[config.mk]
export PLATFORM = sky130hd
export DESIGN_NAME = seven_seg_scan
export DESIGN_NICKNAME = d
export VERILOG_FILES = /design/src/rtl/seg_pkg.sv /design/src/rtl/hex_to_seg.sv /design/src/rtl/seven_seg_scan.sv
export SDC_FILE = /design/constraint.sdc
export NUM_CORES = 1
export LEC_CHECK = 0
export ABC_CLOCK_PERIOD_IN_PS = 2800
export BUFFER_PORTS_ARGS = -buffer_cell sky130_fd_sc_hd__clkbuf_2
export CORE_ASPECT_RATIO = 0.7
export CORE_MARGIN = 2
export CORE_UTILIZATION = 58
export DETAILED_ROUTE_END_ITERATION = 10
export PLACE_DENSITY = 0.86
export SLEW_MARGIN = 10
export SYNTH_ARGS = -nofsm -noshare
export SYNTH_HDL_FRONTEND = slang
export SYNTH_HIERARCHICAL = 1
export SYNTH_SLANG_ARGS = --single-unit
[constraint.sdc]
create_clock -name clk -period 2.8 [get_ports clk]
set_input_delay 0.28 -clock clk [delete_from_list [all_inputs] [get_ports clk]]
set_output_delay 0.28 -clock clk [all_outputs]
set_load 0.05 [all_outputs]
[src/rtl/seg_pkg.sv]
// Shared 7-segment definitions: segment vector type, hex glyph table and blank code.
// Segment order is {g,f,e,d,c,b,a}, active-high, bit0 = a.
package seg_pkg;

    typedef logic [6:0] seg_t;

    localparam seg_t SEG_LUT [16] = '{
        7'h3F, 7'h06, 7'h5B, 7'h4F, 7'h66, 7'h6D, 7'h7D, 7'h07,
        7'h7F, 7'h6F, 7'h77, 7'h7C, 7'h39, 7'h5E, 7'h79, 7'h71
    };

    localparam seg_t SEG_OFF = 7'h00;

endpackage

[src/rtl/hex_to_seg.sv]
// Combinational hex nibble to active-high 7-segment glyph decoder.
module hex_to_seg
    import seg_pkg::*;
(
    input  logic [3:0] nibble,
    output seg_t       seg
);

    assign seg = SEG_LUT[nibble];

endmodule

[src/rtl/seven_seg_scan.sv]
// Time-multiplexed DIGITS-wide hex display driver with guard blanking, frame-synchronous
// value swap, leading-zero suppression and selectable output polarity.
module seven_seg_scan
    import seg_pkg::*;
#(
    parameter int DIGITS     = 4,
    parameter int SCAN_DIV   = 1000,
    parameter int GUARD      = 2,
    parameter bit SEG_ACT_LO = 1'b0,
    parameter bit AN_ACT_LO  = 1'b1
) (
    input  logic                  clk,
    input  logic                  rst_n,
    input  logic [4*DIGITS-1:0]   value_i,
    input  logic [DIGITS-1:0]     dp_i,
    input  logic                  load_i,
    input  logic                  lzs_en_i,
    output seg_t                  seg_o,
    output logic                  dp_o,
    output logic [DIGITS-1:0]     an_o,
    output logic                  frame_o
);

    localparam int CNT_W = (SCAN_DIV > 2) ? $clog2(SCAN_DIV) : 1;
    localparam int IDX_W = (DIGITS > 1) ? $clog2(DIGITS) : 1;

    localparam logic [DIGITS-1:0] AN_INACT  = {DIGITS{AN_ACT_LO}};
    localparam seg_t              SEG_INACT = {7{SEG_ACT_LO}};

    generate
        if (DIGITS < 1) begin : g_bad_digits
            $error("seven_seg_scan: DIGITS must be >= 1");
        end
        if (SCAN_DIV < 2) begin : g_bad_div
            $error("seven_seg_scan: SCAN_DIV must be >= 2");
        end
        if (GUARD >= SCAN_DIV) begin : g_bad_guard
            $error("seven_seg_scan: GUARD must be < SCAN_DIV");
        end
    endgenerate

    logic [CNT_W-1:0]    cnt;
    logic [IDX_W-1:0]    idx;
    logic                slot_end;
    logic                boundary;

    logic [4*DIGITS-1:0] shadow_val;
    logic [DIGITS-1:0]   shadow_dp;
    logic [4*DIGITS-1:0] active_val;
    logic [DIGITS-1:0]   active_dp;
    logic                pending;

    logic [DIGITS-1:0]   supp;
    logic [3:0]          nib_p0;
    seg_t                lut_seg_p0;
    logic                in_guard_p0;
    logic [DIGITS-1:0]   onehot_p0;
    logic [DIGITS-1:0]   an_p0;
    seg_t                seg_p0;
    logic                dp_p0;

    assign slot_end = (cnt == CNT_W'(SCAN_DIV - 1));
    assign boundary = slot_end && (idx == IDX_W'(DIGITS - 1));

    always_ff @(posedge clk or negedge rst_n) begin
        if (!rst_n) begin
            cnt <= '0;
            idx <= '0;
        end else begin
            cnt <= slot_end ? '0 : cnt + CNT_W'(1);
            if (slot_end) begin
                idx <= (idx == IDX_W'(DIGITS - 1)) ? '0 : idx + IDX_W'(1);
            end
        end
    end

    // Loads land in the shadow; the displayed copy only changes at a frame boundary,
    // and a load coinciding with the boundary stays pending for the next one.
    always_ff @(posedge clk or negedge rst_n) begin
        if (!rst_n) begin
            shadow_val <= '0;
            shadow_dp  <= '0;
            active_val <= '0;
            active_dp  <= '0;
            pending    <= 1'b0;
        end else begin
            if (load_i) begin
                shadow_val <= value_i;
                shadow_dp  <= dp_i;
            end
            if (boundary && pending) begin
                active_val <= shadow_val;
                active_dp  <= shadow_dp;
            end
            if (load_i) begin
                pending <= 1'b1;
            end else if (boundary) begin
                pending <= 1'b0;
            end
        end
    end

    // A digit is a leading zero when it and every more significant nibble are zero.
    always_comb begin
        logic zero_run;
        zero_run = 1'b1;
        supp     = '0;
        for (int k = DIGITS - 1; k >= 0; k--) begin
            zero_run = zero_run && (active_val[4*k +: 4] == 4'h0);
            if (k > 0) begin
                supp[k] = lzs_en_i && zero_run;
            end
        end
    end

    // ---- stage p0: decode current slot (active-high) ----
    assign nib_p0      = active_val[4*int'(idx) +: 4];
    assign in_guard_p0 = (cnt < CNT_W'(GUARD));
    assign onehot_p0   = DIGITS'(1) << idx;

    hex_to_seg u_hex_to_seg (
        .nibble (nib_p0),
        .seg    (lut_seg_p0)
    );

    always_comb begin
        an_p0  = '0;
        seg_p0 = SEG_OFF;
        dp_p0  = 1'b0;
        if (!in_guard_p0) begin
            if (supp[idx]) begin
                // Suppressed digit still lights its decimal point if requested.
                if (active_dp[idx]) begin
                    an_p0 = onehot_p0;
                    dp_p0 = 1'b1;
                end
            end else begin
                an_p0  = onehot_p0;
                seg_p0 = lut_seg_p0;
                dp_p0  = active_dp[idx];
            end
        end
    end

    // ---- stage p1: registered pins with polarity applied ----
    always_ff @(posedge clk or negedge rst_n) begin
        if (!rst_n) begin
            an_o    <= AN_INACT;
            seg_o   <= SEG_INACT;
            dp_o    <= SEG_ACT_LO;
            frame_o <= 1'b0;
        end else begin
            an_o    <= an_p0 ^ AN_INACT;
            seg_o   <= seg_p0 ^ SEG_INACT;
            dp_o    <= dp_p0 ^ SEG_ACT_LO;
            frame_o <= boundary;
        end
    end

endmodule
# --- Word-level counts from Yosys, hierarchy flattened ---
# Memory sizes are Yosys's and may differ from the RTL's.
# Index checks and enable logic that the tools add are counted.
word_totals:
  reg_bits: 66
  latchBits: 0
  ramBits: 0
  rom_bits: 112
  in_bits: 24
  out_inout_bits: 13
  elab_cells: 52
  n_memories: 1
memory_table:
  columns: ["memory", "words", "width", "read_ports", "rd_clocked_by_memory_dff", "write_ports", "line_no", "source"]
  rows:
  - ["(name not given)", 16, 7, 1, 0, 0, "hex_to_seg.sv:9", "assign seg = SEG_LUT[nibble];"]
op_classes:
  addsub: 2
  multipliers: 0
  div_mod_pow: 0
  n_lt_le_gt_ge: 3
  eq_ne: 2
  n_shift: 2
  mux: 18
  bitwise: 2
  reduce_logical: 11
ops:
  columns: ["cell", "count"]
  rows:
  - ["2-to-1 mux 7 bit", 4]
  - ["variable part select 16 x 5 -> 4 bit", 1]
  - ["logical NOT 4 bit", 3]
  - ["2-to-1 mux 4 bit", 3]
  - ["adder 10 x 1 -> 10 bit (second input constant)", 1]
  - ["equality test 10 bit (second input constant)", 1]
  - ["< comparator 10 x 2 -> 1 bit (second input constant)", 1]
  - ["2-to-1 mux 10 bit", 1]
  - ["logical AND 1 bit", 7]
  - ["2-to-1 mux 1 bit", 7]
  - [">= comparator 5 bit (second input constant)", 1]
  - ["inverter 4 -> 5 bit", 1]
  - ["binary-select mux 1 bit (select 2 bit)", 2]
  - ["inverter 4 bit", 1]
  - ["<< shifter 1 x 2 -> 4 bit (first input constant)", 1]
  - ["< comparator 2 x 3 -> 1 bit (second input constant)", 1]
  - ["adder 2 x 1 -> 2 bit (second input constant)", 1]
  - ["equality test 2 bit (second input constant)", 1]
  - ["2-to-1 mux 2 bit", 1]
  - ["nonzero test 2 bit", 1]

# --- Longest topological paths before layout ---
depth:
  word_depth: 9
  ltp_mapped: 7
  ltp_nobuf: 6

# --- Hierarchy ---
# The synthesis kept the hierarchy.
modules_own_cells:
  columns: ["module", "n_inst", "cells_each", "area_per_inst_um2", "seq_area_each_um2"]
  rows:
  - ["seven_seg_scan", 1, 191, 2900.3, 1656.6]
  - ["hex_to_seg", 1, 33, 290.3, 0.0]

# --- Worst setup path after synthesis ---
# OpenSTA, ideal clock, no wires.
synth_timing:
  path_type: "reg2reg"
  startpoint: "reg idx[0]"
  endpoint: "reg seg_o[3]"
  setup_time_ns: 0.120
  arrival_time_ns: 2.105
  t_required_ns: 2.680
  slack_ns: 0.574
  path_stages_with_launch: 8
  n_path_buf: 1
  synth_period_minus_slack_ns: 2.226
  cell_sequence: "dfrtp_1 -> buf_2 -> mux4_2 -> inv_1 -> ha_1 -> inv_1 -> mux4_1 -> o211a_1"
synth_between:
  elab_chain_len: 7
  elab_cells_between_ends: 9
  cone_classes: "1 x shift; 6 x mux; 1 x bitwise; 1 x memory"
synth_lines:
  columns: ["item", "line_no", "source"]
  rows:
  - ["start: declaration", "seven_seg_scan.sv:43", "logic [IDX_W-1:0] idx;"]
  - ["start signal: assignment", "seven_seg_scan.sv:72", "idx <= (idx == IDX_W'(DIGITS - 1)) ? '0 : idx + IDX_W'(1);"]
  - ["variable part select 16 x 5 -> 4 bit", "seven_seg_scan.sv:117", "assign nib_p0 = active_val[4*int'(idx) +: 4];"]
  - ["named net nib_p0[1]", "seven_seg_scan.sv:54", "logic [3:0] nib_p0;"]
  - ["inverter 4 -> 5 bit (not written as such)", "hex_to_seg.sv:9", null]
  - ["memory (16 x 7 bit)", null, null]
  - ["2-to-1 mux 7 bit (not written as such) (2 in series)", "hex_to_seg.sv:9", null]
  - ["named net lut_seg_p0[3]", "seven_seg_scan.sv:55", "seg_t lut_seg_p0;"]
  - ["2-to-1 mux 7 bit", "seven_seg_scan.sv:131", "if (supp[idx]) begin"]
  - ["2-to-1 mux 7 bit", "seven_seg_scan.sv:130", "if (!in_guard_p0) begin"]
  - ["named net seg_p0[3]", "seven_seg_scan.sv:59", "seg_t seg_p0;"]
  - ["end signal: assignment", "seven_seg_scan.sv:154", "seg_o <= seg_p0 ^ SEG_INACT;"]
  - ["end: declaration", "seven_seg_scan.sv:18", "output seg_t seg_o,"]
# The timed path passes the listed nets, and every way through them passes these cells. The select of a mux whose other input is x is not followed.
# A chain may end at the register's enable or synchronous reset.

# --- Worst setup path after layout ---
# Ends and elaborated chain as after synthesis.

==> metrics.md <==
| Metric | Value |
|---|---|
| Status | complete, no violations |
| Slowest cell on crit path | dfrtp_1 |
| Area of the core | 5285 µm² |
| Pwr Density | 511.4 nW/µm² |
| CP most frequent cell | inv_1 |
| Row cnt | 22 |
| Die width | 92.65 µm |
| CTS Buf Count | 9 |
| Slew @ Worst Pin | 0.8996 ns |
| Slew HR | 39.97% |
| WP data arrival | 2.66 ns |
| Synth cell types | 44 |
| Critical path peak fanout | 12 |
| FF/Latch Area | 1657 µm² |
| RSZ-0062 raised after global routing | no |
| Global-route wire length before repair | 9666 µm |
| Setup_tns | 0 ns |
| Post-synthesis compound-gate area fraction | 7.333% |
| Yosys top cell by area | dfrtp_1 |
| Setup Viol. Count Final | 0 |
| WL met2 | 2610 µm |
| Post-CTS setup buffers | 0 |
| CTS Hold Bufs | 0 |
| Number of synthesis warnings | 6 |
| Avg Cell Area, Syn | 14.24 µm² |
| Slew Viols, Final | 0 |
| Synth Cell Area | 3191 µm² |
| I/O pin cnt | 37 |
| Worst path max stage delay | 0.63 ns |
| Fin nets | 297 |
| Synthesis-to-finish area growth | 12.27% |
| Crit share post-route | 86.74% |
| Post-synth EDFFs | 0 |
| Worst setup EP type | flip-flop |
| # DRC | 0 |
| Synth Instances | 224 |
| Drt wl/cell | 16.76 µm |
| F_max | 0.4117 GHz |
| Die Height | 66.06 µm |
| Detailed-routed wire length on met3 | 274 µm |
| Met1 WL | 2689 µm |
| R2r setup slk | 0.37 ns |
| Ranking of synthesized cells by area | dfrtp_1 (49%), mux2_4 (9.9%), mux2_2 (7.8%), ha_1 (4.7%), mux4_2 (3.5%) |
| Seq cells post-synth | 66 |
| Clock slew at reported path FFs | 0.07 ns |
| DPL Wire Length | 3907 µm |
| Clk_skew | 0.007475 ns |
| Top cell type's share of synthesized area | 48.63% |
| Clock Latency Late Sink | 0.34 ns |
| Largest net degree at the start of global routing | 67 |
| Clock sinks | 66 |
| Initial antenna violation count | 0 |
| Total Routed Length | 5648 µm |
| Top delay family on crit path | multiplexers |
| IO Port Bufs | 36 |
| Via density | 5.671 |
| Worst path bufs/invs | 2 |
| Initial DRT Pass Iterations | 4 |
| Global route overflow | 0 |
| Area share of fa/ha/maj cells after synthesis | 4.706% |
| Min Tclk post-route | 2.429 ns |
| Share of layout cells above drive strength 1 | 41.13% |
| Vias in the first global route | 1924 |
| Xor/xnor share of the synthesized area | 0.8235% |
| Hold Fails Final Rpt | 0 |
| Max-Cap Viols | 0 |
| Crit start category | flip-flop |
| Total track usage | 21.38% |
| Starting Density | 60.37% |
| Post_cts resized | 0 |
| H-tree levels | 3 |
| Die area | 6120 µm² |
| Leak pwr | 1.614 nW |
| Max layer used | met4 |
| Global placer's final weighted congestion | 0.7953 |
| Post-Synth Simple-Gate Area | 8.235% |
| Via count | 1911 |
| Asr flop ratio synth | 100.0% |
| Multiplexer area fraction after synthesis | 23.33% |
| CP Class | reg2reg |
| Area of the multi-input gates | 1418 µm² |
| Largest family of logic cells by synthesized area | multiplexers |
| Req. time, crit path | 3.03 ns |
| Fillcell total | 393 |
| HP Class | in2async |
| Detail Route Antenna Nets | 0 |
| CP Cell Sequence | mux4_2, inv_1, ha_1, inv_1, mux4_1, o211a_1 |
| Syn Nets | 260 |
| Ant. Diodes | 0 |
| DRT iter0 DRCs | 125 |
| CTS tree | yes |
| Root Buffer | clkbuf_8 |
| Most used DFF post-synth | dfrtp_1 |
| Total power | 0.001832 W |
| Sequential share of the synthesized area | 51.92% |
| Worst VDD drop | 303.8 µV |
| Max Buffers Root-to-Sink | 2 |
state kept, by name (all words and copies together) (netlist names):
| name | flops |
|---|---|
| active_dp | 4 |
| active_val | 16 |
| an_o | 4 |
| cnt | 10 |
| dp_o | 1 |
| frame_o | 1 |
| idx | 2 |
| pending | 1 |
| seg_o | 7 |
| shadow_dp | 4 |
| shadow_val | 16 |
synthesized netlist by cell type (3+ instances only):
library cell  instances
nor2_1                5
buf_6                 4
dfrtp_1              62
o211a_1               7
dfstp_2               4
buf_2                 3
mux2_4               21
nor3_1                3
nand2_1               5
nor4_1                5
ha_1                 12
nand3_1               3
a21oi_1               8
mux4_2                5
mux2_2               22
inv_1                10
clkbuf_1              5
o311ai_1              4
placed cells by master (no fill, tap or decap), drive strengths merged, types with 4 or more instances in the layout:
master,netlist,final
dfstp,4,4
nor3,4,4
mux2,45,45
a21oi,8,8
inv,10,10
o311ai,4,4
dfrtp,62,62
nor4,6,6
nand3,4,4
mux4,6,6
ha,12,12
o211a,7,7
nor2,5,5
nand2,5,5
clkbuf,5,48
layout make-up:
cell class	count	area share [%]
Sequential cell	66	46.25
Clock inverter	3	1.118
Tap cell	72	2.515
Clock buffer	12	4.052
Multi-Input combinational cell	136	39.57
Inverter	10	1.048
Timing Repair Buffer	38	5.449
report_power, final:
group | switching (W) | internal [W]
logic | 0.0000355 | 0.0000390
clock network | 0.000331 | 0.000428
registers | 0.0000156 | 0.000983
worst register-to-register path, stage by stage (launching register included):
cell,delay (ns)
dfrtp_1,0.63
mux4_2,0.63
inv_1,0.15
ha_1,0.26
inv_1,0.05
mux4_1,0.47
o211a_1,0.12
path summary, 6_finish.rpt:
path                            start        endpoint  depth (start not counted)
setup / recovery               idx[0]        seg_o[3]                          6
min in group clk           value_i[0]   shadow_val[0]                          2
max in group asynchronous       rst_n  shadow_val[15]                          2
hold / removal                  rst_n    shadow_dp[1]                          2
setup reg to reg               idx[0]        seg_o[3]                          6
hold reg to reg                cnt[0]          cnt[0]                          1
kinds of logic after synthesis:
logic type                 Yosys count
buffers and inverters               22
xor gates and xnor gates             3
muxes                               53
and+or+nand+nor                     38
DFF                                 66
AOI/OAI and AO/OA                   30
adders and majority gates           12
through the flow:
step	cell area, µm²	util (%)	hold slack [ns]	setup slack (ns)	std cells
after floorplan	3191	-	-0.01559	0.5741	224
after global placement	3397	64.28	0.4504	0.4581	322
after detailed placement	3397	64.28	0.4735	0.3821	322
after CTS	3582	67.78	0.1227	0.3727	337
after global routing	3582	67.78	0.1410	0.2252	337
final	3582	67.78	0.09786	0.3711	337
routing by layer:
metal,up-vias,track usage [%]
li1,901,-
met1,955,28.21
met2,47,32.66
met3,8,8.666
met4,0,6.985
met5,-,0
Note: power is estimated with default switching activity, not from simulation.
